`src/rtl/mat_pkg.sv`:
```
// mat_pkg: shared FSM encoding and default sizing for the matrix stream host.
package mat_pkg;
    localparam int DEF_DIM_LOG    = 1;
    localparam int DEF_DATA_WIDTH = 32;
    typedef enum logic [1:0] {ST_IDLE, ST_SEND, ST_RECV, ST_DONE} state_t;
endpackage

```
`src/rtl/mat_sdp_ram.sv`:
```
// mat_sdp_ram: simple dual-port RAM, one write port and one registered read port.
module mat_sdp_ram #(
    parameter int WIDTH = 32,
    parameter int DEPTH = 8,
    parameter int AW    = $clog2(DEPTH)
)(
    input  logic             i_clk,
    input  logic             i_we,
    input  logic [AW-1:0]    i_waddr,
    input  logic [WIDTH-1:0] i_wdata,
    input  logic [AW-1:0]    i_raddr,
    output logic [WIDTH-1:0] o_rdata
);
    logic [WIDTH-1:0] r_mem [DEPTH];
    always_ff @(posedge i_clk) begin
        if (i_we) r_mem[i_waddr] <= i_wdata;
        o_rdata <= r_mem[i_raddr];
    end
endmodule

```
`src/rtl/mat_stream_host.sv`:
```
// mat_stream_host: streams operands A,B to an accelerator and collects the result matrix.
// Optional receive watchdog enabled by defining MAT_HOST_TIMEOUT_EN.
module mat_stream_host
    import mat_pkg::*;
#(
    parameter int DIM_LOG        = DEF_DIM_LOG,
    parameter int DIM            = 2**DIM_LOG,
    parameter int SIZE           = DIM*DIM,
    parameter int SIZE_LOG       = 2*DIM_LOG,
    parameter int DATA_WIDTH     = DEF_DATA_WIDTH,
    parameter int TIMEOUT_CYCLES = 1024
)(
    input  logic                  s00_axi_aclk,
    input  logic                  s00_axi_aresetn,
    input  logic                  ld_en,
    input  logic [SIZE_LOG:0]     ld_addr,
    input  logic [DATA_WIDTH-1:0] ld_data,
    input  logic                  start,
    output logic                  m00_axis_tvalid,
    output logic [DATA_WIDTH-1:0] m00_axis_tdata,
    output logic                  m00_axis_tlast,
    input  logic                  m00_axis_tready,
    input  logic                  s00_axis_tvalid,
    input  logic [DATA_WIDTH-1:0] s00_axis_tdata,
    input  logic                  s00_axis_tlast,
    output logic                  s00_axis_tready,
    input  logic [SIZE_LOG-1:0]   rd_addr,
    output logic [DATA_WIDTH-1:0] rd_data,
    output logic                  busy,
    output logic                  done,
    output logic                  err
);
    localparam int OA = SIZE_LOG + 1;
    state_t                r_state, w_nstate;
    logic [OA-1:0]         r_sidx, w_op_raddr;
    logic [SIZE_LOG-1:0]   r_ridx;
    logic                  r_err, r_rd_vld;
    logic [DATA_WIDTH-1:0] w_op_q, w_res_q;
    logic                  w_ld_we, w_m_hs, w_s_hs, w_last_o, w_last_r, w_tmo;

    assign w_m_hs   = r_state == ST_SEND && m00_axis_tready;
    assign w_s_hs   = r_state == ST_RECV && s00_axis_tvalid;
    assign w_last_o = r_sidx == OA'(2*SIZE-1);
    assign w_last_r = r_ridx == SIZE_LOG'(SIZE-1);
    assign w_ld_we  = ld_en && !busy && {1'b0, ld_addr} < (OA+1)'(2*SIZE);
    // Read one word ahead so tdata is the RAM output register and stays put while stalled.
    assign w_op_raddr = w_m_hs ? r_sidx + 1'b1 : (r_state == ST_SEND ? r_sidx : '0);

`ifdef MAT_HOST_TIMEOUT_EN
    localparam int WD_W = $clog2(TIMEOUT_CYCLES + 1);
    logic [WD_W-1:0] r_wd;
    assign w_tmo = r_state == ST_RECV && !w_s_hs && r_wd == WD_W'(TIMEOUT_CYCLES-1);
    always_ff @(posedge s00_axi_aclk or negedge s00_axi_aresetn) begin
        if (!s00_axi_aresetn) r_wd <= '0;
        else r_wd <= (r_state == ST_RECV && !w_s_hs) ? r_wd + 1'b1 : '0;
    end
`else
    assign w_tmo = 1'b0;
`endif

    always_comb begin
        w_nstate = r_state;
        case (r_state)
            ST_IDLE: w_nstate = start ? ST_SEND : ST_IDLE;
            ST_SEND: w_nstate = (w_m_hs && w_last_o) ? ST_RECV : ST_SEND;
            ST_RECV: w_nstate = ((w_s_hs && w_last_r) || w_tmo) ? ST_DONE : ST_RECV;
            default: w_nstate = ST_IDLE;
        endcase
    end

    always_ff @(posedge s00_axi_aclk or negedge s00_axi_aresetn) begin
        if (!s00_axi_aresetn) begin
            r_state  <= ST_IDLE;
            r_sidx   <= '0;
            r_ridx   <= '0;
            r_err    <= 1'b0;
            r_rd_vld <= 1'b0;
        end else begin
            r_state  <= w_nstate;
            r_sidx   <= w_op_raddr;
            r_ridx   <= w_s_hs ? r_ridx + 1'b1 : (r_state == ST_RECV ? r_ridx : '0);
            r_err    <= (r_state == ST_IDLE && start) ? 1'b0
                      : r_err | w_tmo | (w_s_hs && (s00_axis_tlast != w_last_r));
            r_rd_vld <= 1'b1;
        end
    end

    assign m00_axis_tvalid = r_state == ST_SEND;
    assign m00_axis_tdata  = w_op_q;
    assign m00_axis_tlast  = m00_axis_tvalid && w_last_o;
    assign s00_axis_tready = r_state == ST_RECV;
    assign busy            = r_state != ST_IDLE;
    assign done            = r_state == ST_DONE;
    assign err             = r_err;
    // Result RAM output is not reset, so mask it until the first post-reset read lands.
    assign rd_data         = r_rd_vld ? w_res_q : '0;

    mat_sdp_ram #(.WIDTH(DATA_WIDTH), .DEPTH(2*SIZE), .AW(OA)) u_op (
        .i_clk(s00_axi_aclk), .i_we(w_ld_we), .i_waddr(ld_addr), .i_wdata(ld_data),
        .i_raddr(w_op_raddr), .o_rdata(w_op_q)
    );

    mat_sdp_ram #(.WIDTH(DATA_WIDTH), .DEPTH(SIZE), .AW(SIZE_LOG)) u_res (
        .i_clk(s00_axi_aclk), .i_we(w_s_hs), .i_waddr(r_ridx), .i_wdata(s00_axis_tdata),
        .i_raddr(rd_addr), .o_rdata(w_res_q)
    );
endmodule

```
`config.mk`:
```
export PLATFORM = sky130hd
export DESIGN_NAME = mat_stream_host
export DESIGN_NICKNAME = d
export VERILOG_FILES = /design/src/rtl/mat_pkg.sv /design/src/rtl/mat_sdp_ram.sv /design/src/rtl/mat_stream_host.sv
export SDC_FILE = /design/constraint.sdc
export NUM_CORES = 1
export LEC_CHECK = 0
export ABC_AREA = 1
export BUFFER_PORTS_ARGS = -buffer_cell sky130_fd_sc_hd__buf_2
export CAP_MARGIN = 20
export CORE_AREA = 2 2 220 178
export CTS_BUF_LIST = sky130_fd_sc_hd__clkbuf_4
export DETAILED_ROUTE_END_ITERATION = 7
export DIE_AREA = 0 0 222 180
export PLACE_DENSITY_LB_ADDON = 0.25
export SYNTH_ARGS = -nofsm -noshare
export SYNTH_HDL_FRONTEND = slang
export SYNTH_HIERARCHICAL = 1
export SYNTH_SLANG_ARGS = --single-unit
```
`constraint.sdc`:
```
create_clock -name s00_axi_aclk -period 7.9 [get_ports s00_axi_aclk]
set_clock_uncertainty 0.15 [all_clocks]
set_input_delay 0.79 -clock s00_axi_aclk [delete_from_list [all_inputs] [get_ports s00_axi_aclk]]
set_output_delay 0.79 -clock s00_axi_aclk [all_outputs]
set_load 0.01 [all_outputs]
```
==> metrics.cfg, run 1 <==
[route]
vias=12403
avgRoutedWirePerCell_um=14.55
remaining_drc_errors=0
drt_pass1_iterations=5
via_per_inst=4.612
wirelength_um=39120
drt_iter0_markers=732
antenna_left=0

[worst_setup_path]
endpoint_kind=flip-flop
reg2reg_depth=10
critical_path.startpoint_type=input port
required_ns=8.52
r2r_slack_ns=4.18
criticalPathCategory=in -> reg
worstReg2RegStart=r_state[1]
r2r_end=u_op/o_rdata[9]
crit_fanout=89
critical_path.startpoint=m00_axis_tready
critPathArrivalTime_ns=4.42

[sta]
tns_ns=0
maxSlewHeadroom_pct=32.41
min_period_over_period_pct=48.02
rsz0062_at_grt=no
setup_viol=0
fmax_mhz=263.6
min_period_ns=3.794
timing.final.hold_violations=0
whs_ns=0.07670
finalMaxSlewViolations=0
worst_slew_pin_slew_ns=1.012

[floorplan]
num_rows=64
core_area_um2=37880
fp.dieW_um=222
io_pins=146
start_util_pct=49.34
die_y_um=180
die_area_um2=39960

[layout]
fin_util_pct=58.14
stdcell_count=2689
layout-drive-gt1-share_pct=18.05
final_nets=2172
area_growth_pct=17.84

[place]
dpl.hpwl_um=20210
numPortBuffers=145
gp_congestion=0.7854
dpl.cell_count=2413

[hold_path]
min_to=u_op/r_mem[3][0]
min_path_cells=1
hp-class=in -> reg
min_from=ld_data[0]

[global_route]
track_usage_pct=20.17
grt_max_degree=91
grt-ovfl-total=0
antenna_found_initial=4
grt_pass1_wl_um=63090
grt_pass1_vias=12394

[synthesis]
synth.distinct_cells=25
synth-seq-area-share_pct=69.77
yosys-top-cells-area=edfxtp_1 62%, nand2_1 13%, inv_1 8.7%
synthCells=1821
avgSynthCellArea_um2=10.26
yosysWarnings=6
synth_top_cell_by_area=edfxtp_1
netlist_area_um2=18690
synth_nets=1900
synth.top_cell.area_share_pct=61.71
synth_seq_cells=457

[clock_network]
cts_tree=yes
clk_pin_slew_ns=0.07
cts_root_buffer=clkbuf_4
htree_num_levels=3
clockBufferDepth=3
numCtsBuffers=113
cts-resized-gates=0
insertion_delay_ns=0.85
cts_setup_buffers=0
postCtsHoldBufs=60
numClockSinks=457

[power_and_ir_drop]
vdd_drop_max_uv=144.4
power_leakage_nw=10.51
power_density_nw_per_um2=290.3

[job]
cap_violations=0

[outcome]
status=finished clean

-- layout by cell type, fill, tap and decap left out, types with 22 or more instances in the layout --
cell type      synthesis  layout
buf_2                 32     145
buf_4                  9      22
clkbuf_4               0     192
dfxtp_1               64      64
dlygate4sd3_1          0      60
edfxtp_1             384     384
inv_1                435     434
nand2_1              627     627
nand3_1              194     194
-- per-stage QoR --
stage / setup slack (ns) / area (µm²) / total power, mW
2_1_floorplan: 3.999 / 18690 / 4.002
3_3_place_gp: 3.955 / 19830 / 4.358
3_5_place_dp: 3.893 / 19850 / 4.394
4_1_cts: 4.249 / 22010 / 6.480
5_1_grt: 3.821 / 22020 / 6.817
6_report: 4.106 / 22020 / 6.394
-- power breakdown --
group / total [mW] / switching (mW) / internal (mW)
combinational: 1.55 / 1.06 / 0.488
clock: 2.03 / 0.912 / 1.12
sequential: 2.81 / 0.0494 / 2.76
total: 6.39 / 2.02 / 4.37
-- sequential cells by signal, indices dropped and copies added, names as in the netlist --
| signal | count |
|---|---|
| u_op/o_rdata | 32 |
| r_rd_vld | 1 |
| r_state | 2 |
| u_res/r_mem | 128 |
| u_op/r_mem | 256 |
| err | 1 |
| u_res/o_rdata | 32 |
| r_sidx | 3 |
| r_ridx | 2 |
-- Yosys cell counts (all sizes together) --
| cell | count |
|---|---|
| a21oi | 3 |
| buf | 64 |
| clkbuf | 7 |
| conb | 1 |
| dfrtp | 9 |
| dfxtp | 64 |
| edfxtp | 384 |
| ha | 3 |
| inv | 440 |
| nand2 | 629 |
| nand3 | 194 |
| nand3b | 1 |
| nor2 | 14 |
| nor3 | 4 |
| o21ai | 2 |
| or2 | 1 |
| xnor2 | 1 |
-- per-layer routing --
layer	part of all wire (%)	track usage (%)	up-vias
li1	-	-	6249
met1	45	26.15	5754
met2	47	32.88	332
met3	5.8	5.214	68
met4	1.7	7.568	0
met5	0	0	-
-- layout make-up --
type | instances | area [µm²]
fillers | 3162 | 15860
flip-flops and latches | 457 | 13040
multi-input cells | 853 | 3632
inverters | 440 | 1653
repair buffers | 228 | 1511
clock buffers | 192 | 1441
well taps | 495 | 619.3
clock inverters | 18 | 111.4
diodes | 6 | 15.01
-- critical path, cell delays in order --
cell           delay [ns]
dlygate4sd3_1        0.53
buf_2                0.15
xnor2_1              0.16
nor2_4               0.77
clkinv_2             0.79
buf_4                0.63
nand2_1              0.20
nand3_1              0.09
nand2_1              0.11
nand2_1              0.05
nand2_1              0.06
-- how the worst max path moves through the flow --
stage / endpoint / slack (ns) / depth (start not counted)
final: u_op/o_rdata[9] / 4.11 / 11
after global routing: u_op/o_rdata[12] / 3.82 / 10
after CTS: u_op/o_rdata[7] / 4.25 / 10
after detailed placement: u_op/o_rdata[15] / 3.89 / 10
after global placement: u_op/o_rdata[12] / 3.95 / 10
after floorplan: u_res/r_mem[1][0] / 4.00 / 4
-- kinds of logic (layout without fill, tap and decap cells) --
logic type	Yosys count	in the layout	share of synthesized area (%)
AO/OA/AOI/OAI	5	5	0.1540
XOR/XNOR	1	1	0.04688
adder cells (fa/ha/maj)	3	3	0.2009
buffers and inverters	511	878	11.38
flip-flops	457	457	69.77
other	1	7	0.02007
AND/OR/NAND/NOR	843	843	18.43
Power figures use the tool's default switching activity.
==> run 2: changes to the inputs <==
--- a/config.mk
+++ b/config.mk
@@ -5,13 +5,13 @@
 export SDC_FILE = /design/constraint.sdc
 export NUM_CORES = 1
 export LEC_CHECK = 0
-export ABC_AREA = 1
+export ABC_AREA = 0
 export BUFFER_PORTS_ARGS = -buffer_cell sky130_fd_sc_hd__buf_2
 export CAP_MARGIN = 20
-export CORE_AREA = 2 2 220 178
+export CORE_AREA = 2 2 206 168
 export CTS_BUF_LIST = sky130_fd_sc_hd__clkbuf_4
 export DETAILED_ROUTE_END_ITERATION = 7
-export DIE_AREA = 0 0 222 180
+export DIE_AREA = 0 0 208 170
 export PLACE_DENSITY_LB_ADDON = 0.25
 export SYNTH_ARGS = -nofsm -noshare
 export SYNTH_HDL_FRONTEND = slang
==> constraint.sdc (replaced) <==
create_clock -name s00_axi_aclk -period 3.6 [get_ports s00_axi_aclk]
set_clock_uncertainty 0.15 [all_clocks]
set_input_delay 0.36 -clock s00_axi_aclk [delete_from_list [all_inputs] [get_ports s00_axi_aclk]]
set_output_delay 0.36 -clock s00_axi_aclk [all_outputs]
set_load 0.01 [all_outputs]
==> metrics.cfg, run 2 <==
[power_and_ir_drop]
power_mw=13.19  ; +110%
power.internal_mw=9.879  ; +130%
switching_share_pct=25.12  ; -6.5 points
p_comb_share_pct=21.5  ; -2.7 points
pwr-share-seq_pct=46.9  ; +2.9 points
power_leakage_nw=7.099  ; -32%
power_density_nw_per_um2=660.5  ; +130%
pwr-share-clk_pct=31.6  ; -0.2 points
vdd_drop_max_uv=380.2  ; +160%
p_sw_mw=3.315  ; +64%

[global_route]
antenna_found_initial=4  ; unchanged
grt-ovfl-total=0  ; unchanged
grt_pass1_vias=8315  ; -33%
grt_pass1_wl_um=46510  ; -26%
grt.met2_usage_pct=27.95  ; -4.9 points
use_met1_pct=23.36  ; -2.8 points
top_usage_layer=met2
grt_max_degree=56  ; -38%
grt_use_met3_pct=4.410  ; -0.80 points
track_usage_pct=17.51  ; -2.7 points

[synthesis]
synth_edf_count=384  ; unchanged
synth-seq-area-share_pct=79.25  ; +9.5 points
yosysWarnings=6  ; unchanged
synth_seq_cells=457  ; unchanged
avgSynthCellArea_um2=23.67  ; +130%
yosys-top-cells-count=384 x edfxtp_1, 64 x dfxtp_1, 54 x mux4_2, 42 x mux4_1, 35 x and2_1
netlist_area_um2=16450  ; -12%
synthCells=695  ; -62%
async_reset_ff_share_pct=1.969  ; unchanged
synth.distinct_cells=32  ; +28%
synth_most_common_cell=edfxtp_1
synthFlopType=edfxtp_1
synth.top_cell.area_share_pct=70.09  ; +8.4 points
synth_nets=774  ; -59%
yosys-top-cells-area=edfxtp_1 70%, dfxtp_1 7.8%, mux4_2 7.4%
synth_top_cell_by_area=edfxtp_1

[clock_network]
clockBufferDepth=3  ; unchanged
cts_root_buffer=clkbuf_4
numCtsBuffers=108  ; -4.4%
insertion_delay_ns=0.73  ; -0.12 ns
numClockSinks=457  ; unchanged
htree_num_levels=3  ; unchanged
cts-resized-gates=0  ; unchanged
cts_setup_buffers=0  ; unchanged
cts_tree=yes
clk_pin_slew_ns=0.07  ; about the same
postCtsHoldBufs=71  ; +18%

[layout]
final_cell_mix=384 x edfxtp_1, 180 x clkbuf_4, 145 x buf_2, 71 x dlygate4sd3_1, 64 x dfxtp_1
final_nets=1091  ; -50%
final_cell_area_um2=19970  ; -9.3%
largest_reg_flops=256  ; unchanged
layout-drive-gt1-share_pct=40.74  ; +23 points
top_register=u_op/r_mem
final_common_cell=edfxtp_1
biggestRegsByFlops=u_op/r_mem x256, u_res/r_mem x128
area_growth_pct=21.41

[sta]
min_period_over_period_pct=76.96
rsz0062_at_grt=no
setup_viol=0  ; unchanged
maxSlewHeadroom_pct=38.12  ; +5.7 points
worst_slew_pin_slew_ns=0.9282  ; -0.08329 ns
fmax_mhz=360.9
min_period_ns=2.771
finalMaxSlewViolations=0  ; unchanged
tns_ns=0  ; unchanged
timing.final.hold_violations=0  ; unchanged

[hold_path]
min_from=rd_addr[0]
hp-class=in -> reg
min_path_cells=2  ; +1

[floorplan]
core_area_um2=33180  ; -12%
fp.dieW_um=208  ; -6.3%
die_y_um=170  ; -5.6%
num_rows=60  ; -6.3%
io_pins=146  ; unchanged
start_util_pct=49.58  ; +0.25 points
die_area_um2=35360  ; -12%

[worst_setup_path]
crit_fanout=24  ; -73%
criticalPathCategory=reg -> reg
slowest_stage=nor2_4
worstReg2RegStart=r_state[1]
crit_path_end=u_op/o_rdata[24]
slowest_delay_ns=0.60  ; -0.19 ns
critical_path.startpoint_type=flip-flop
critPathArrivalTime_ns=3.24  ; -1.18 ns
crit_chain=nand2b_2 -> nor2_4 -> buf_12 -> mux4_1 -> mux2_2
critical_path.startpoint=r_state[1]
r2r_end=u_op/o_rdata[24]
reg2reg_depth=5  ; -5
r2r_slack_ns=0.83  ; -3.35 ns
required_ns=4.07  ; -4.45 ns
endpoint_kind=flip-flop

[route]
wirelength_um=30670  ; -22%
drt_pass1_iterations=6  ; +1
via_per_inst=5.083  ; +10%
drt_iter0_markers=460  ; -37%
antenna_left=0  ; unchanged
remaining_drc_errors=0  ; unchanged
vias=7858  ; -37%
avgRoutedWirePerCell_um=19.84  ; +36%

[job]
cap_violations=0  ; unchanged

[outcome]
status=finished clean

[place]
postPlaceCellArea_um2=17790  ; -10%
gp_congestion=0.7464  ; -5.0%
dpl.hpwl_um=16210  ; -20%
numPortBuffers=145  ; unchanged

run 2: cell types whose count changed after synthesis, moves of 9 or more:
cell	delta
buf_2	-23
mux2_2	+32
mux4_1	+42
inv_1	-433
buf_4	-9
and2_1	+35
nand3_1	-193
mux4_2	+54
nand2_1	-623
buf_6	-10
run 2: worst min-delay path by stage:
stage	endpoint	slack [ns]
after global routing	u_res/o_rdata[18]	0.13
after global placement	err	0.08
final	u_res/o_rdata[0]	0.16
after CTS	u_res/o_rdata[18]	0.10
after floorplan	err	-0.09
after detailed placement	r_state[0]	0.08
run 2: power groups by stage:
stage / sequential (mW) / combinational (mW) / clock [mW]
final: 6.18 / 2.84 / 4.18
after global routing: 6.20 / 3.06 / 4.60
after CTS: 6.18 / 2.91 / 4.32
after detailed placement: 6.29 / 2.83 / 0
after global placement: 6.30 / 2.79 / 0
after floorplan: 6.35 / 1.99 / 0
run 2: cells by family (layout without fill, tap and decap cells):
logic type / after synthesis / count (layout) / share of synthesized area, %
AOI/OAI and AO/OA: 4 / 4 / 0.1749
adders and majority gates: 3 / 3 / 0.2282
xor gates and xnor gates: 3 / 3 / 0.1597
and+or+nand+nor: 64 / 64 / 2.236
other: 1 / 6 / 0.02279
muxes: 131 / 131 / 16.47
buffers and inverters: 32 / 444 / 1.460
DFF: 457 / 457 / 79.25
run 2: area by class of cell:
class | instances | area, µm²
Multi-Input combinational cell | 206 | 3276
Timing Repair Buffer | 235 | 1629
Clock inverter | 25 | 110.1
Fill cell | 2452 | 13210
Inverter | 4 | 15.01
Antenna cell | 5 | 12.51
Tap cell | 434 | 543.0
Sequential cell | 457 | 13040
Clock buffer | 180 | 1351
run 2: critical path: cells and delay by family, from the launching register on:
kind	cells	cell delay, ns
buf+inv	1	0.29
mux	2	0.88
simple gates	2	0.90
flops	1	0.44
run 2: routing by layer:
metal,part of all wire [%],vias to the layer above,routed length (µm)
met1,44,4008,13590
met5,0,-,0
met3,5.0,46,1547
met2,49,192,14990
li1,-,3612,-
met4,1.8,0,546
run 2: through the flow:
step	worst slack (ns)	instances	hold slack, ns	utilization, %
2_1_floorplan	0.7115	695	-0.08559	-
3_3_place_gp	0.8551	1265	0.07751	53.61
3_5_place_dp	0.7685	1265	0.08191	53.61
4_1_cts	0.7576	1541	0.1022	60.16
5_1_grt	0.6968	1545	0.1265	60.19
6_report	0.8294	1546	0.1599	60.20
